## src/rtl/lsu_mem_sequencer.sv

```systemverilog
// Load/store sequencer: one memory op at a time between execute and a variable-latency
// data port, with alignment checking, lane formatting and a request/response timeout.
module lsu_mem_sequencer #(
    parameter int ADDR_WIDTH     = 32,
    parameter int DATA_WIDTH     = 32,
    parameter int TIMEOUT_CYCLES = 255
) (
    input  logic                  clk,
    input  logic                  rst_n,
    input  logic                  ReqValid,
    output logic                  ReqReady,
    input  logic [2:0]            LoadStoreControl,
    input  logic [ADDR_WIDTH-1:0] Address,
    input  logic [DATA_WIDTH-1:0] WriteData,
    output logic                  RespValid,
    output logic [DATA_WIDTH-1:0] ReadData,
    output logic                  MisalignErr,
    output logic                  BusErr,
    output logic                  Stall,
    output logic                  MemReq,
    output logic                  MemWe,
    output logic [ADDR_WIDTH-1:0] MemAddr,
    output logic [DATA_WIDTH-1:0] MemWData,
    output logic [3:0]            MemBe,
    input  logic                  MemGnt,
    input  logic                  MemRValid,
    input  logic [DATA_WIDTH-1:0] MemRData
);
    localparam int CNT_W = $clog2(TIMEOUT_CYCLES);
    localparam logic [CNT_W-1:0] CNT_LAST = CNT_W'(TIMEOUT_CYCLES - 1);

    localparam logic [2:0] OP_LB  = 3'b000;
    localparam logic [2:0] OP_LH  = 3'b001;
    localparam logic [2:0] OP_LBU = 3'b011;
    localparam logic [2:0] OP_LHU = 3'b100;
    localparam logic [2:0] OP_SB  = 3'b101;
    localparam logic [2:0] OP_SH  = 3'b110;
    localparam logic [2:0] OP_SW  = 3'b111;

    typedef enum logic [1:0] {ST_IDLE, ST_REQ, ST_WAIT, ST_RESP} state_t;

    state_t                  state_reg;
    logic [2:0]              op_reg;
    logic [1:0]              offs_reg;
    logic [CNT_W-1:0]        cnt_reg;
    logic                    mem_req_reg;
    logic                    mem_we_reg;
    logic [ADDR_WIDTH-1:0]   mem_addr_reg;
    logic [DATA_WIDTH-1:0]   mem_wdata_reg;
    logic [3:0]              mem_be_reg;
    logic                    resp_valid_reg;
    logic [DATA_WIDTH-1:0]   read_data_reg;
    logic                    misalign_reg;
    logic                    bus_err_reg;

    logic                    req_is_store;
    logic                    req_is_byte;
    logic                    req_is_half;
    logic                    req_misaligned;
    logic [3:0]              req_be;
    logic [DATA_WIDTH-1:0]   req_wdata;
    logic                    op_is_store;
    logic [DATA_WIDTH-1:0]   load_lane;
    logic [DATA_WIDTH-1:0]   load_data;

    always_comb begin
        req_is_store   = LoadStoreControl inside {OP_SB, OP_SH, OP_SW};
        req_is_byte    = LoadStoreControl inside {OP_LB, OP_LBU, OP_SB};
        req_is_half    = LoadStoreControl inside {OP_LH, OP_LHU, OP_SH};
        req_misaligned = (req_is_half && Address[0]) ||
                         (!req_is_byte && !req_is_half && (Address[1:0] != 2'b00));
    end

    // Per byte lane: loads always fetch the full word; stores replicate the narrow datum
    // across every lane so the enables alone select where it lands.
    genvar gi;
    generate
        for (gi = 0; gi < 4; gi++) begin : g_lane
            assign req_be[gi] = !req_is_store ? 1'b1 :
                                req_is_byte   ? (Address[1:0] == 2'(gi)) :
                                req_is_half   ? (Address[1] == 1'(gi / 2)) : 1'b1;
            assign req_wdata[gi*8 +: 8] = !req_is_store ? 8'h00 :
                                          req_is_byte   ? WriteData[7:0] :
                                          req_is_half   ? WriteData[(gi % 2)*8 +: 8] :
                                                          WriteData[gi*8 +: 8];
        end
    endgenerate

    always_comb begin
        op_is_store = op_reg inside {OP_SB, OP_SH, OP_SW};
        load_lane   = MemRData >> {offs_reg, 3'b000};
        case (op_reg)
            OP_LB:   load_data = {{24{load_lane[7]}}, load_lane[7:0]};
            OP_LBU:  load_data = {24'h0, load_lane[7:0]};
            OP_LH:   load_data = {{16{load_lane[15]}}, load_lane[15:0]};
            OP_LHU:  load_data = {16'h0, load_lane[15:0]};
            default: load_data = load_lane;
        endcase
    end

    always_ff @(posedge clk or negedge rst_n) begin
        if (!rst_n) begin
            state_reg      <= ST_IDLE;
            op_reg         <= '0;
            offs_reg       <= '0;
            cnt_reg        <= '0;
            mem_req_reg    <= 1'b0;
            mem_we_reg     <= 1'b0;
            mem_addr_reg   <= '0;
            mem_wdata_reg  <= '0;
            mem_be_reg     <= '0;
            resp_valid_reg <= 1'b0;
            read_data_reg  <= '0;
            misalign_reg   <= 1'b0;
            bus_err_reg    <= 1'b0;
        end else begin
            resp_valid_reg <= 1'b0;
            case (state_reg)
                ST_IDLE: begin
                    if (ReqValid) begin
                        op_reg   <= LoadStoreControl;
                        offs_reg <= Address[1:0];
                        cnt_reg  <= '0;
                        if (req_misaligned) begin
                            state_reg      <= ST_RESP;
                            resp_valid_reg <= 1'b1;
                            misalign_reg   <= 1'b1;
                            bus_err_reg    <= 1'b0;
                            read_data_reg  <= '0;
                        end else begin
                            state_reg     <= ST_REQ;
                            mem_req_reg   <= 1'b1;
                            mem_we_reg    <= req_is_store;
                            mem_addr_reg  <= {Address[ADDR_WIDTH-1:2], 2'b00};
                            mem_be_reg    <= req_be;
                            mem_wdata_reg <= req_wdata;
                        end
                    end
                end
                ST_REQ: begin
                    // A grant completes a store outright; a load completes only if the data
                    // arrives with the grant. Completion beats a coincident timeout.
                    if (MemGnt && (op_is_store || MemRValid)) begin
                        state_reg      <= ST_RESP;
                        mem_req_reg    <= 1'b0;
                        resp_valid_reg <= 1'b1;
                        misalign_reg   <= 1'b0;
                        bus_err_reg    <= 1'b0;
                        read_data_reg  <= op_is_store ? '0 : load_data;
                    end else if (cnt_reg == CNT_LAST) begin
                        state_reg      <= ST_RESP;
                        mem_req_reg    <= 1'b0;
                        resp_valid_reg <= 1'b1;
                        misalign_reg   <= 1'b0;
                        bus_err_reg    <= 1'b1;
                        read_data_reg  <= '0;
                    end else begin
                        cnt_reg <= cnt_reg + CNT_W'(1);
                        if (MemGnt) begin
                            state_reg   <= ST_WAIT;
                            mem_req_reg <= 1'b0;
                        end
                    end
                end
                ST_WAIT: begin
                    if (MemRValid) begin
                        state_reg      <= ST_RESP;
                        resp_valid_reg <= 1'b1;
                        misalign_reg   <= 1'b0;
                        bus_err_reg    <= 1'b0;
                        read_data_reg  <= load_data;
                    end else if (cnt_reg == CNT_LAST) begin
                        state_reg      <= ST_RESP;
                        resp_valid_reg <= 1'b1;
                        misalign_reg   <= 1'b0;
                        bus_err_reg    <= 1'b1;
                        read_data_reg  <= '0;
                    end else begin
                        cnt_reg <= cnt_reg + CNT_W'(1);
                    end
                end
                ST_RESP: state_reg <= ST_IDLE;
                default: state_reg <= ST_IDLE;
            endcase
        end
    end

    assign ReqReady    = (state_reg == ST_IDLE);
    assign Stall       = ((state_reg == ST_IDLE) && ReqValid) ||
                         (state_reg == ST_REQ) || (state_reg == ST_WAIT);
    assign RespValid   = resp_valid_reg;
    assign ReadData    = read_data_reg;
    assign MisalignErr = misalign_reg;
    assign BusErr      = bus_err_reg;
    assign MemReq      = mem_req_reg;
    assign MemWe       = mem_we_reg;
    assign MemAddr     = mem_addr_reg;
    assign MemWData    = mem_wdata_reg;
    assign MemBe       = mem_be_reg;

endmodule

```

## config.mk

```make
export PLATFORM = sky130hd
export DESIGN_NAME = lsu_mem_sequencer
export DESIGN_NICKNAME = d
export VERILOG_FILES = /design/src/rtl/lsu_mem_sequencer.sv
export SDC_FILE = /design/constraint.sdc
export NUM_CORES = 1
export LEC_CHECK = 0
export BUFFER_PORTS_ARGS = -buffer_cell sky130_fd_sc_hd__buf_2
export CORE_MARGIN = 3
export CORE_UTILIZATION = 45
export DETAILED_ROUTE_END_ITERATION = 16
export PLACE_DENSITY = 0.73
export SLEW_MARGIN = 40
export SYNTH_ARGS = -nofsm -noshare
export SYNTH_HDL_FRONTEND = slang
export SYNTH_SLANG_ARGS = --single-unit
export TNS_END_PERCENT = 100
```

## constraint.sdc

```tcl
create_clock -name clk -period 2.5 [get_ports clk]
set_input_delay 0.125 -clock clk [delete_from_list [all_inputs] [get_ports clk]]
set_output_delay 0.125 -clock clk [all_outputs]
set_load 0.005 [all_outputs]
```

After elaboration in Yosys (flattened, before gate mapping)
Cells that the tools add are included.
{"block": "word_totals", "n_memories": 0, "output_inout_bits": 107, "mem_bits_rw": 0, "rom_bits": 0, "regBits": 118, "latch_bits": 0, "inputBits": 104, "elab_cells": 135}
{"block": "classes", "muxes": 64, "n_shift": 1, "order_cmp": 0, "n_addsub": 1, "multipliers": 0, "n_bitwise": 2, "div": 0, "reduce_logical": 28, "n_eq_ne": 26}
{"op": "$mux 32", "count": 6}
{"op": "$pmux 32 s4", "count": 1}
{"op": "$mux 8", "count": 13}
{"op": "$pmux 32 s3", "count": 1}
{"op": "$shr 32x5->32", "count": 1}
{"op": "$mux 1", "count": 30}
{"op": "$eq 3x3->1 const B", "count": 8}
{"op": "$pmux 8 s3", "count": 1}
{"op": "$reduce_bool 3->1", "count": 5}
{"op": "$mux 2", "count": 7}
{"op": "$pmux 1 s3", "count": 3}
{"op": "$reduce_and 3->1", "count": 3}
{"op": "$add 8x1->8 const B", "count": 1}
{"op": "$eq 2x2->1 const B", "count": 4}
{"op": "$eq 8x8->1 const B", "count": 1}
{"op": "$ne 2x2->1 const B", "count": 4}
{"op": "$pmux 2 s4", "count": 1}
{"op": "$reduce_and 4->1", "count": 2}
{"op": "$eq 3x1->1 const B", "count": 2}
{"op": "$eq 3x2->1 const B", "count": 2}
{"op": "$logic_not 3->1", "count": 2}
{"op": "$logic_and 1x1->1", "count": 5}
{"op": "$eq 2x1->1 const B", "count": 2}
{"op": "$logic_not 2->1", "count": 2}
{"op": "9 further kinds", "count": 15}

Longest topological paths before layout
{"block": "logic_depth", "depth_word": 9, "mapped_depth": 10, "ltp_nobuf": 7}

Least setup slack after synthesis
Ideal clock, no wire load.
{"block": "synth_path", "path_kind": "reg2reg", "start": "reg state_reg[0]", "end": "reg read_data_reg[22], in the netlist ReadData[22]", "path_slack_ps": 520, "arrival_ps": 1859, "n_path_buf": 3, "setup_ps": 121, "synth_period_minus_slack_ps": 1980, "required_time_ps": 2379, "path_stages_with_launch": 11, "path_cell_list": "dfrtp_1 -> inv_1 -> ha_1 -> buf_2 -> and2_1 -> a22oi_1 -> and3_1 -> buf_6 -> o21ai_4 -> buf_6 -> a22o_1"}
{"block": "synth_via", "elab_chain_cells": 3, "word_cells_on_any_way": 8, "classes_between": "eq/ne (4); mux (1); reduce/logical (3)"}
{"element": "from (decl)", "line_no": "42", "source": "state_t state_reg;"}
{"element": "from (signal assigned)", "line_no": "103", "source": "state_reg <= ST_IDLE;"}
{"element": "from (signal assigned)", "line_no": "125", "source": "state_reg <= ST_RESP;"}
{"element": "from (signal assigned)", "line_no": "131", "source": "state_reg <= ST_REQ;"}
{"element": "$logic_not 2->1 (*)"}
{"element": "net ReqReady", "line_no": "11", "source": "output logic ReqReady,"}
{"element": "$ne 2x1->1 (no line), or another cell as far along"}
{"element": "$reduce_and 3->1 (no line)"}
{"element": "to (signal assigned)", "line_no": "149", "source": "read_data_reg <= op_is_store ? '0 : load_data;"}
{"element": "to (signal assigned)", "line_no": "171", "source": "read_data_reg <= load_data;"}
{"element": "to (decl)", "line_no": "52", "source": "logic [DATA_WIDTH-1:0] read_data_reg;"}
Mark *: on every way through the listed nets, which the timed path passes. The rest lies on a longest branch.
A chain may end at the register's enable or synchronous reset.

Worst setup path in the final report
{"block": "layout_path", "start": "reg state_reg[0]", "end": "reg read_data_reg[4], in the netlist ReadData[4]"}
{"block": "layout_via", "elab_chain_cells": 3, "word_cells_on_any_way": 8, "classes_between": "eq/ne (4); mux (1); reduce/logical (3)"}
{"element": "$eq 2x1->1, or another cell as far along", "line_no": "118", "source": "case (state_reg)"}
{"element": "$reduce_bool 3->1 (no line), or another cell as far along"}
{"element": "$reduce_and 3->1 (no line)"}
Parallel ways exist; a longest one is shown, timed or not.

==> flow_summary.toml <==
[worst_setup_path]
cp.arrival_ns = 2.47
path_max_fanout = 23
cp_top_family = "compound AO/OA/AOI/OAI gates"
setup.worst_path.start_class = "flip-flop"
worstSetupPathType = "reg -> reg"
cp_slowest_cell = "dfrtp_1"
crit_chain = "inv_1 > ha_1 > and2_1 > a22oi_1 > and3_1 > o21ai_4 > buf_8 > a32o_1"
critPathCaptureType = "flip-flop"
crit_buf_inv = 2
slowest_delay_ns = 0.38
cp.required_ns = 2.79

[floorplanning]
core_area_mm2 = 0.0129
rows = 41
io_pins = 211
dieHeight_um = 122
start_util_pct = 46.8
dieArea_mm2 = 0.0148
dieWidth_um = 122

[route]
drt-initial-drc-count = 371
drtPass1Iterations = 4
drc = 0
wl_per_cell_um = 17.8
drt-vias-per-instance = 5.47
postRouteAntennaNets = 0
via_count = 5367
wl_mm = 17.5

[logic_synthesis]
synth-edff-count = 0
synthXorXnorAreaFrac_pct = 0.290
async_reset_ff_share_pct = 100
synth_cells = 554
synth-main-ff-cell = "dfrtp_1"
muxShareOfSynthArea_pct = 13.9
synthAdderAreaFrac_pct = 1.24
synth_simple_gate_area_share_pct = 10.5
ys.warnings.count = 0
netlist_area_mm2 = 0.00603
synth_compound_area_share_pct = 20.4
synth_top_family_by_area = "compound AO/OA/AOI/OAI gates"
avgSynthCellArea_um2 = 10.9
synth_cell_types = 59
synth_seq_area_share_pct = 49.0
ys_ff_latch = 118

[clock_network]
clk_path_buf_depth = 2
cts.sinks = 118
insertion_delay_ns = 0.42
ctsResizeCount = 0
cts_root_buffer = "clkbuf_16"
clk_pin_slew_ns = 0.06
post_cts_buffers = 0
cts_tree = "built"
cts_buffers = 17
htreeDepth = 4

[timing]
setup_violations = 0
period_share_pct = 86.9
fmax_mhz = 461
relSlewSlack_pct = 46.9
hold_viol_final = 0
grt_setup_unrepaired = "false"
worst_slew_pin_slew_ns = 0.790
holdWs_ns = 0.0106
fin_crit_ns = 2.17
drv_slew = 0
setup_tns_ns = 0
clock_skew_ns = 0.0146

[placement]
dpl.cell_count = 912
gp_congestion = 0.881
hpwl_mm = 12.3
port_buffers = 208

[finish]
layout-drive-gt1-share_pct = 36.0
final_common_cell = "buf_2"
syn2layout_area_growth_pct = 35.2
num_antenna_cells = 0
fin_nets = 906
stdcell_count = 981
num-fill-cells = 1061
multi_input_area_mm2 = 0.00281
seqCellArea_mm2 = 0.00295
final_cell_mix = "buf_2, dfrtp_1, nand2_1, o21ai_0, mux2i_1"

[global_route]
grt_start_max_net_pins = 51
antenna_found_initial = 0
grt.total_usage_pct = 23.9
gr-total-overflow = 0
grt_pass1_wl_mm = 27.8
grt_pass1_vias = 5480

[pwr]
pwr-share-comb_pct = 41.4
p_seq_share_pct = 33.3
ir_worst_vdd_mv = 0.647
p_sw_share_pct = 36.6
leakage_nw = 4.11
p_clk_share_pct = 25.3
internal-power_w = 0.00624
power.density_mw_per_mm2 = 1210
switchingPower_w = 0.00361

[min_path]
hold_class = "in -> reg"

[job]
cap_violations = 0

[outcome]
status = "finished clean"
[power groups by stage]
stage	sequential, W	combinational (W)	clock [W]
2_1_floorplan	0.00324	0.00254	0
6_report	0.00328	0.00407	0.00249
3_3_place_gp	0.00324	0.00384	0
4_1_cts	0.00327	0.00402	0.00254
5_1_grt	0.00337	0.00451	0.00263
3_5_place_dp	0.00328	0.00395	0
[final timing paths]
check / depth (start not counted) / startpoint / slack [ns] / endpoint
worst max-delay path: 8 / state_reg[0]$_DFFE_PN0P_ / 0.33 / ReadData[4]$_DFFE_PN0P_
min in group asynchronous: 2 / rst_n / 0.22 / MemBe[1]$_DFFE_PN0P_
max in group asynchronous: 3 / rst_n / 1.44 / MemAddr[5]$_DFFE_PN0P_
worst max register to register: 8 / state_reg[0]$_DFFE_PN0P_ / 0.33 / ReadData[4]$_DFFE_PN0P_
worst min-delay path: 3 / WriteData[17] / 0.01 / MemWData[17]$_DFFE_PN0P_
worst min register to register: 2 / MemWData[28]$_DFFE_PN0P_ / 0.47 / MemWData[28]$_DFFE_PN0P_
[layout make-up]
class,instances,area share [%]
clock buffer,19,5.56
sequential,118,36.2
timing repair buffer,260,18.9
clock inverter,13,1.90
multi-input combinational,393,34.5
inverter,6,0.276
tap,172,2.64
[cell usage after synthesis (8+ instances only)]
| library cell | n | share of area [%] |
|---|---|---|
| mux2_2 | 28 | 5.2 |
| mux2_1 | 9 | 1.7 |
| o21ai_0 | 46 | 3.8 |
| a211o_1 | 8 | 1.2 |
| a22o_1 | 17 | 2.5 |
| nor2_1 | 18 | 1.1 |
| buf_2 | 14 | 1.2 |
| nand2b_1 | 8 | 0.83 |
| o2bb2ai_1 | 17 | 2.5 |
| a21oi_1 | 31 | 2.6 |
| nand2_1 | 62 | 3.9 |
| o221ai_1 | 8 | 1.2 |
| mux2i_1 | 42 | 7.0 |
| dfrtp_1 | 118 | 49 |
| buf_6 | 11 | 2.1 |
| a32o_1 | 8 | 1.3 |
| nor2b_1 | 15 | 1.6 |
[cells by family after synthesis]
group,Yosys count
other,1
XOR/XNOR,2
flip-flops,118
AND/OR/NAND/NOR,132
multiplexers,79
buffers and inverters,44
AO/OA/AOI/OAI,172
adder cells (fa/ha/maj),6
[stage by stage]
step	total power (W)	worst slack [ns]	util (%)	cell area (um2)
2_1_floorplan	0.00578	0.520	-	6030
3_3_place_gp	0.00708	0.317	55.7	7170
3_5_place_dp	0.00723	0.176	55.7	7170
4_1_cts	0.00982	0.151	63.1	8130
5_1_grt	0.0105	0.171	63.3	8150
6_report	0.00985	0.329	63.3	8150
[metal layers]
metal	up-vias	wire length, um	GRT usage, %
met3	35	1430	7.80
met4	0	361	8.89
met1	2585	7010	29.0
met5	-	0	0
met2	228	8690	39.8
li1	2519	-	-
[worst register-to-register path, stage by stage (launching register included)]
cell and delay (ns):
dfrtp_1 0.38, inv_1 0.11, ha_1 0.26, and2_1 0.17, a22oi_1 0.17, and3_1 0.36
o21ai_4 0.17, buf_8 0.20, a32o_1 0.23
[timing repair]
item / in CTS / in global routing
endpoints found under the setup margin: 0 / 0
hold endpoints to repair: 67 / 1
hold buffers: 35 / 1
Power figures use the tool's default switching activity.
